<file path="src/rtl/motor_ramp_pwm.sv">
// motor_ramp_pwm
//   Slews the motor speed toward an RPM setpoint at a bounded rate per ramp
//   tick, reports ramp status, and drives a glitch-free PWM whose duty (in
//   clocks per RPM_MAX-clock period) equals the slewed speed.
//
// Parameters
//   TICK_DIV   clocks per ramp update tick (>= 2)
//   RAMP_STEP  maximum |delta rpm| per tick
//   RPM_MAX    speed ceiling and PWM period in clocks
//
// Ports
//   clk         in   rising-edge clock
//   reset       in   asynchronous active-high reset
//   enable      in   1 = track target_rpm, 0 = soft stop (ramp to 0)
//   target_rpm  in   RPM setpoint
//   cur_rpm     out  current slewed speed
//   pwm_out     out  registered PWM drive
//   at_target   out  1 in IDLE or HOLD
//   state       out  0 IDLE, 1 RAMP_UP, 2 RAMP_DN, 3 HOLD
module motor_ramp_pwm #(
  parameter int          TICK_DIV  = 10,
  parameter logic [15:0] RAMP_STEP = 16'd300,
  parameter logic [15:0] RPM_MAX   = 16'd6000
) (
  input  logic        clk,
  input  logic        reset,
  input  logic        enable,
  input  logic [15:0] target_rpm,
  output logic [15:0] cur_rpm,
  output logic        pwm_out,
  output logic        at_target,
  output logic [1:0]  state
);

  localparam int TW = (TICK_DIV > 2) ? $clog2(TICK_DIV) : 1;
  localparam logic [TW-1:0] TICK_LAST = TW'(TICK_DIV - 1);
  localparam logic [15:0]   PWM_LAST  = RPM_MAX - 16'd1;

  typedef enum logic [1:0] {
    IDLE    = 2'd0,
    RAMP_UP = 2'd1,
    RAMP_DN = 2'd2,
    HOLD    = 2'd3
  } state_e;

  // ---------------------------------------------------------------------
  // Ramp tick generator
  // ---------------------------------------------------------------------
  logic [TW-1:0] tick_cnt_q, tick_cnt_d;
  logic          tick;

  assign tick       = (tick_cnt_q == TICK_LAST);
  assign tick_cnt_d = tick ? '0 : tick_cnt_q + 1'b1;

  always_ff @(posedge clk or posedge reset) begin
    if (reset) tick_cnt_q <= '0;
    else       tick_cnt_q <= tick_cnt_d;
  end

  // ---------------------------------------------------------------------
  // Effective target and slew arithmetic
  // ---------------------------------------------------------------------
  logic [15:0] tgt_clamp, eff;
  logic [15:0] cur_q, cur_d;
  logic [16:0] up_sum;    // cur + step, can exceed 16 bits
  logic [16:0] dn_floor;  // eff + step: below this, one step would pass eff

  assign tgt_clamp = (target_rpm > RPM_MAX) ? RPM_MAX : target_rpm;
  assign eff       = enable ? tgt_clamp : 16'd0;
  assign up_sum    = {1'b0, cur_q} + {1'b0, RAMP_STEP};
  assign dn_floor  = {1'b0, eff}   + {1'b0, RAMP_STEP};

  always_comb begin
    cur_d = cur_q;
    if (tick) begin
      if (cur_q < eff) begin
        cur_d = (up_sum >= {1'b0, eff}) ? eff : up_sum[15:0];
      end else if (cur_q > eff) begin
        // Comparing against eff+step avoids ever forming cur-step below 0.
        cur_d = ({1'b0, cur_q} <= dn_floor) ? eff : (cur_q - RAMP_STEP);
      end
    end
  end

  always_ff @(posedge clk or posedge reset) begin
    if (reset) cur_q <= 16'd0;
    else       cur_q <= cur_d;
  end

  // ---------------------------------------------------------------------
  // Ramp status FSM: re-evaluated only on ticks from the new speed
  // ---------------------------------------------------------------------
  state_e state_q, state_d;
  logic   at_target_q, at_target_d;

  always_comb begin
    state_d     = state_q;
    at_target_d = at_target_q;
    if (tick) begin
      if (cur_d == eff)     state_d = (eff == 16'd0) ? IDLE : HOLD;
      else if (cur_d < eff) state_d = RAMP_UP;
      else                  state_d = RAMP_DN;
      at_target_d = (state_d == IDLE) || (state_d == HOLD);
    end
  end

  always_ff @(posedge clk or posedge reset) begin
    if (reset) begin
      state_q     <= IDLE;
      at_target_q <= 1'b1;
    end else begin
      state_q     <= state_d;
      at_target_q <= at_target_d;
    end
  end

  // ---------------------------------------------------------------------
  // PWM: duty only reloads at the period boundary so a period is never cut
  // ---------------------------------------------------------------------
  logic [15:0] pwm_cnt_q, pwm_cnt_d;
  logic [15:0] duty_q, duty_d;
  logic        pwm_q, pwm_d;
  logic        pwm_wrap;

  assign pwm_wrap  = (pwm_cnt_q == PWM_LAST);
  assign pwm_cnt_d = pwm_wrap ? 16'd0 : pwm_cnt_q + 16'd1;
  assign duty_d    = pwm_wrap ? cur_q : duty_q;
  // Counter never reaches RPM_MAX, so duty == RPM_MAX is high all period.
  assign pwm_d     = (pwm_cnt_d < duty_d);

  always_ff @(posedge clk or posedge reset) begin
    if (reset) begin
      pwm_cnt_q <= 16'd0;
      duty_q    <= 16'd0;
      pwm_q     <= 1'b0;
    end else begin
      pwm_cnt_q <= pwm_cnt_d;
      duty_q    <= duty_d;
      pwm_q     <= pwm_d;
    end
  end

  assign cur_rpm   = cur_q;
  assign pwm_out   = pwm_q;
  assign at_target = at_target_q;
  assign state     = state_q;

endmodule
</file>
<file path="config.mk">
export PLATFORM = sky130hd
export DESIGN_NAME = motor_ramp_pwm
export DESIGN_NICKNAME = d
export VERILOG_FILES = /design/src/rtl/motor_ramp_pwm.sv
export SDC_FILE = /design/constraint.sdc
export NUM_CORES = 1
export LEC_CHECK = 0
export CORE_MARGIN = 5
export CORE_UTILIZATION = 52
export DETAILED_ROUTE_END_ITERATION = 10
export DONT_BUFFER_PORTS = 1
export PLACE_DENSITY = 0.63
export SETUP_SLACK_MARGIN = 0.05
export SYNTH_ARGS = -nofsm -noshare
export SYNTH_HDL_FRONTEND = slang
export SYNTH_SLANG_ARGS = --single-unit
</file>
<file path="constraint.sdc">
create_clock -name clk -period 8.1 [get_ports clk]
set_input_delay 2.43 -clock clk [delete_from_list [all_inputs] [get_ports clk]]
set_output_delay 2.43 -clock clk [all_outputs]
set_load 0.05 [all_outputs]
</file>
==> run_summary.xml <==
<?xml version="1.0" encoding="UTF-8"?>
<metrics>
  <group name="yosys">
    <metric name="synth_enable_flop_cells" unit="">0</metric>
    <metric name="yosys_warnings" unit="">0</metric>
    <metric name="post_synth.cell_area_avg" unit="um2">8.67</metric>
    <metric name="syn-instance-count" unit="">621</metric>
    <metric name="ys_seq_area_share" unit="%">26.0</metric>
    <metric name="synth_area" unit="mm2">0.00539</metric>
    <metric name="yosys_register_bits" unit="">56</metric>
    <metric name="ys.flop_type" unit="">sky130_fd_sc_hd__dfrtp_1</metric>
    <metric name="ys_async_sr_fraction" unit="%">100</metric>
    <metric name="synthDistinctLibCells" unit="">63</metric>
  </group>
  <group name="setup_path">
    <metric name="rr_startpoint" unit="">cur_rpm[4]</metric>
    <metric name="reg2reg_depth" unit="">23</metric>
    <metric name="critical_path.startpoint_type" unit="">primary input</metric>
    <metric name="critPathRequiredTime" unit="ps">8310</metric>
    <metric name="slowest_stage" unit="">sky130_fd_sc_hd__a221oi_1</metric>
    <metric name="crit_arrival" unit="ps">7780</metric>
    <metric name="max_stage_delay" unit="ps">500</metric>
    <metric name="worstPathMaxFanout" unit="">5</metric>
    <metric name="worst_path_most_repeated_cell" unit="">sky130_fd_sc_hd__ha_1</metric>
    <metric name="crit_path_end_kind" unit="">flop</metric>
    <metric name="reg2reg_capture_point" unit="">state[0]</metric>
    <metric name="timing.reg2reg.setup_slack" unit="ps">1890</metric>
    <metric name="critical_path_class" unit="">in2reg</metric>
  </group>
  <group name="grt">
    <metric name="grt.overflow.total" unit="">0</metric>
    <metric name="grt_max_degree" unit="">57</metric>
    <metric name="antenna_found_initial" unit="">0</metric>
    <metric name="grt_pass1_vias" unit="">4773</metric>
    <metric name="global_route_wire_length_before_repair" unit="mm">24.7</metric>
    <metric name="global_route.usage.total" unit="%">24.5</metric>
  </group>
  <group name="sta">
    <metric name="hold-worst-slack" unit="ps">494</metric>
    <metric name="timing.slew.headroom" unit="%">29.8</metric>
    <metric name="number_of_pins_with_negative_max_slew_slack_in_the_final_report" unit="">0</metric>
    <metric name="max_slew.worst_pin.slew" unit="ps">1050</metric>
    <metric name="tns" unit="ps">0</metric>
    <metric name="unrepaired_setup_endpoints_after_global_routing" unit="">no</metric>
    <metric name="timing.clock.skew" unit="ps">9.78</metric>
    <metric name="final.min_clock_period" unit="ps">7580</metric>
    <metric name="final-hold-violation-count" unit="">0</metric>
    <metric name="post-route-period-util" unit="%">93.5</metric>
    <metric name="max_freq" unit="MHz">132</metric>
    <metric name="setup_viol" unit="">0</metric>
  </group>
  <group name="route">
    <metric name="detail_route.wl_per_cell" unit="um">19.6</metric>
    <metric name="detailroute.wirelength.met2" unit="mm">6.67</metric>
    <metric name="detail_route.iter0.violations" unit="">329</metric>
    <metric name="m1WireLength" unit="mm">7.14</metric>
    <metric name="route.met3.wl" unit="mm">1.18</metric>
    <metric name="final_routed_wirelength" unit="mm">15.3</metric>
    <metric name="top_layer" unit="">met4</metric>
    <metric name="drtAntennaViolNets" unit="">0</metric>
    <metric name="vias" unit="">4863</metric>
    <metric name="drt-pass1-iter-count" unit="">5</metric>
    <metric name="number_of_vias_per_cell" unit="">6.23</metric>
    <metric name="detail_route.drc_violations" unit="">0</metric>
  </group>
  <group name="pwr">
    <metric name="max-vdd-ir-drop" unit="mV">0.299</metric>
    <metric name="power_frac_seq" unit="%">24.9</metric>
    <metric name="netSwitchingFraction" unit="%">53.1</metric>
    <metric name="power.static_leakage" unit="nW">2.79</metric>
    <metric name="power.internal" unit="W">0.000995</metric>
    <metric name="comb_power_share" unit="%">67.3</metric>
    <metric name="power_density" unit="mW/mm2">365</metric>
    <metric name="power.total" unit="W">0.00212</metric>
    <metric name="clockPowerShare" unit="%">7.8</metric>
    <metric name="switchingPower" unit="W">0.00113</metric>
  </group>
  <group name="floorplan">
    <metric name="fp.coreArea" unit="mm2">0.0102</metric>
    <metric name="placementRows" unit="">37</metric>
    <metric name="io-pin-count" unit="">39</metric>
    <metric name="full_die_area" unit="mm2">0.0125</metric>
    <metric name="dieHeight" unit="um">112</metric>
    <metric name="initial_utilization" unit="%">52.6</metric>
    <metric name="die_w" unit="um">112</metric>
  </group>
  <group name="layout">
    <metric name="drive_gt1_share" unit="%">9.01</metric>
    <metric name="syn_to_final_growth" unit="%">7.87</metric>
    <metric name="nNetsFinal" unit="">743</metric>
    <metric name="layout_commonest_cell" unit="">sky130_fd_sc_hd__ha_1</metric>
    <metric name="fill_cells" unit="">928</metric>
    <metric name="layout.cells.non_filler" unit="">780</metric>
    <metric name="n_diodes" unit="">0</metric>
    <metric name="mostFrequentLayoutCells" unit="">80 x sky130_fd_sc_hd__ha_1, 55 x sky130_fd_sc_hd__dfrtp_1, 46 x sky130_fd_sc_hd__nor2_1, 44 x sky130_fd_sc_hd__nand2_1, 40 x sky130_fd_sc_hd__inv_1</metric>
    <metric name="finish.utilization" unit="%">56.8</metric>
  </group>
  <group name="place">
    <metric name="dp.final_hpwl" unit="mm">12.1</metric>
    <metric name="placed_insts" unit="">773</metric>
    <metric name="placement.io_buffers" unit="">0</metric>
    <metric name="place.gp.congestion" unit="">0.970</metric>
  </group>
  <group name="clock_network">
    <metric name="cts_tree" unit="">built</metric>
    <metric name="clock-sinks" unit="">56</metric>
    <metric name="clockBufferDepth" unit="">2</metric>
    <metric name="cts_hold_repair.buffers" unit="">0</metric>
    <metric name="cts_htree_levels" unit="">2</metric>
    <metric name="clock_tree.root_cell" unit="">sky130_fd_sc_hd__clkbuf_8</metric>
    <metric name="worstSkewPairLatency" unit="ps">310</metric>
    <metric name="postCtsSetupRepairBufs" unit="">0</metric>
    <metric name="cts.clk_slew.worst_paths" unit="ps">100</metric>
    <metric name="cts_made_buffers" unit="">5</metric>
    <metric name="resized_gates_after_cts" unit="">0</metric>
  </group>
  <group name="worst_hold_path">
    <metric name="cell_count_of_the_worst_hold_path" unit="">2</metric>
    <metric name="holdCritStartpoint" unit="">duty_q[6]</metric>
    <metric name="timing.hold.worst.class" unit="">reg2reg</metric>
    <metric name="holdPathEnd" unit="">duty_q[6]</metric>
  </group>
  <group name="outcome">
    <metric name="outcome" unit="">completed</metric>
  </group>
  <group name="job">
    <metric name="max-cap-violations" unit="">0</metric>
  </group>
</metrics>
==> final cells by class <==
type	count	area (um2)	area share, %
inverters	41	154	2.65
clock buffers	7	96.3	1.66
repair buffers	26	208	3.57
multi-input cells	514	3780	65.1
flip-flops and latches	56	1400	24.1
well taps	136	170	2.93
==> power groups by stage <==
| stage | sequential (W) | combinational [W] | clock [W] |
|---|---|---|---|
| finish | 0.000528 | 0.00143 | 0.000166 |
| global route | 0.000539 | 0.00158 | 0.000179 |
| CTS | 0.000528 | 0.00141 | 0.000168 |
| detailed placement | 0.000535 | 0.00140 | 0 |
| global placement | 0.000536 | 0.00137 | 0 |
| floorplan | 0.000525 | 0.00101 | 0 |
==> worst max-delay path by stage <==
stage                        start        to  slack [ps]  cells past startpoint
floorplan            target_rpm[6]  state[0]         540                     29
global placement    target_rpm[15]  state[0]         350                     26
detailed placement  target_rpm[15]  state[0]         270                     26
CTS                 target_rpm[15]  state[0]         550                     26
global route        target_rpm[15]  state[1]          90                     27
finish              target_rpm[15]  state[0]         520                     26
==> stage by stage <==
step / cell area (um2) / setup slack [ps]
3_3_place_gp: 5710 / 348
3_5_place_dp: 5710 / 272
2_1_floorplan: 5430 / 541
5_1_grt: 5810 / 93.2
4_1_cts: 5810 / 545
6_report: 5810 / 523
==> state kept, by name, summed over array words and instances, names as in the netlist <==
signal and cells:
cur_rpm 16, duty_q 16, pwm_cnt_q 16, tick_cnt_q 4, state 2, at_target 1
pwm_out 1
==> critical path: cells and delay by family <==
| family | cells | cell delay, ps |
|---|---|---|
| simple gates | 9 | 1830 |
| mux | 1 | 370 |
| fa+ha+maj | 3 | 780 |
| buf+inv | 2 | 280 |
| compound gates | 10 | 1950 |
| xor+xnor | 1 | 150 |
==> Yosys cell counts (9+ instances only) <==
library cell,count,share of area [%]
sky130_fd_sc_hd__mux2i_1,25,4.6
sky130_fd_sc_hd__a21oi_1,33,3.1
sky130_fd_sc_hd__and3_1,10,1.2
sky130_fd_sc_hd__nand3_1,20,1.9
sky130_fd_sc_hd__dfrtp_1,55,26
sky130_fd_sc_hd__ha_1,80,19
sky130_fd_sc_hd__nor2_1,46,3.2
sky130_fd_sc_hd__nand4_1,12,1.4
sky130_fd_sc_hd__or3_1,9,1.0
sky130_fd_sc_hd__xnor2_1,20,3.3
sky130_fd_sc_hd__xor2_1,13,2.1
sky130_fd_sc_hd__inv_1,41,2.9
sky130_fd_sc_hd__o21ai_0,37,3.4
sky130_fd_sc_hd__a221oi_1,11,1.8
sky130_fd_sc_hd__nor3_1,14,1.3
sky130_fd_sc_hd__nor2b_1,11,1.3
sky130_fd_sc_hd__nand2_1,44,3.1
sky130_fd_sc_hd__clkbuf_1,11,0.77
sky130_fd_sc_hd__a21o_1,14,2.0
==> layer usage <==
| layer | vias to the layer above | GRT usage, % |
|---|---|---|
| li1 | 2331 | - |
| met1 | 2334 | 34.3 |
| met2 | 170 | 37.3 |
| met3 | 28 | 6.41 |
| met4 | 0 | 6.81 |
| met5 | - | 0 |
==> cells by family (layout without fill, tap and decap cells) <==
logic type,count (synthesis),after routing,synth area share [%]
other cells,1,12,0.0696
flops,56,56,26.0
simple gates,198,198,19.0
buf+inv,62,74,4.65
fa+ha+maj,80,80,18.6
mux,33,33,6.32
xor+xnor,33,33,5.37
compound gates,158,158,20.0
Note: power is estimated with default switching activity, not from simulation.
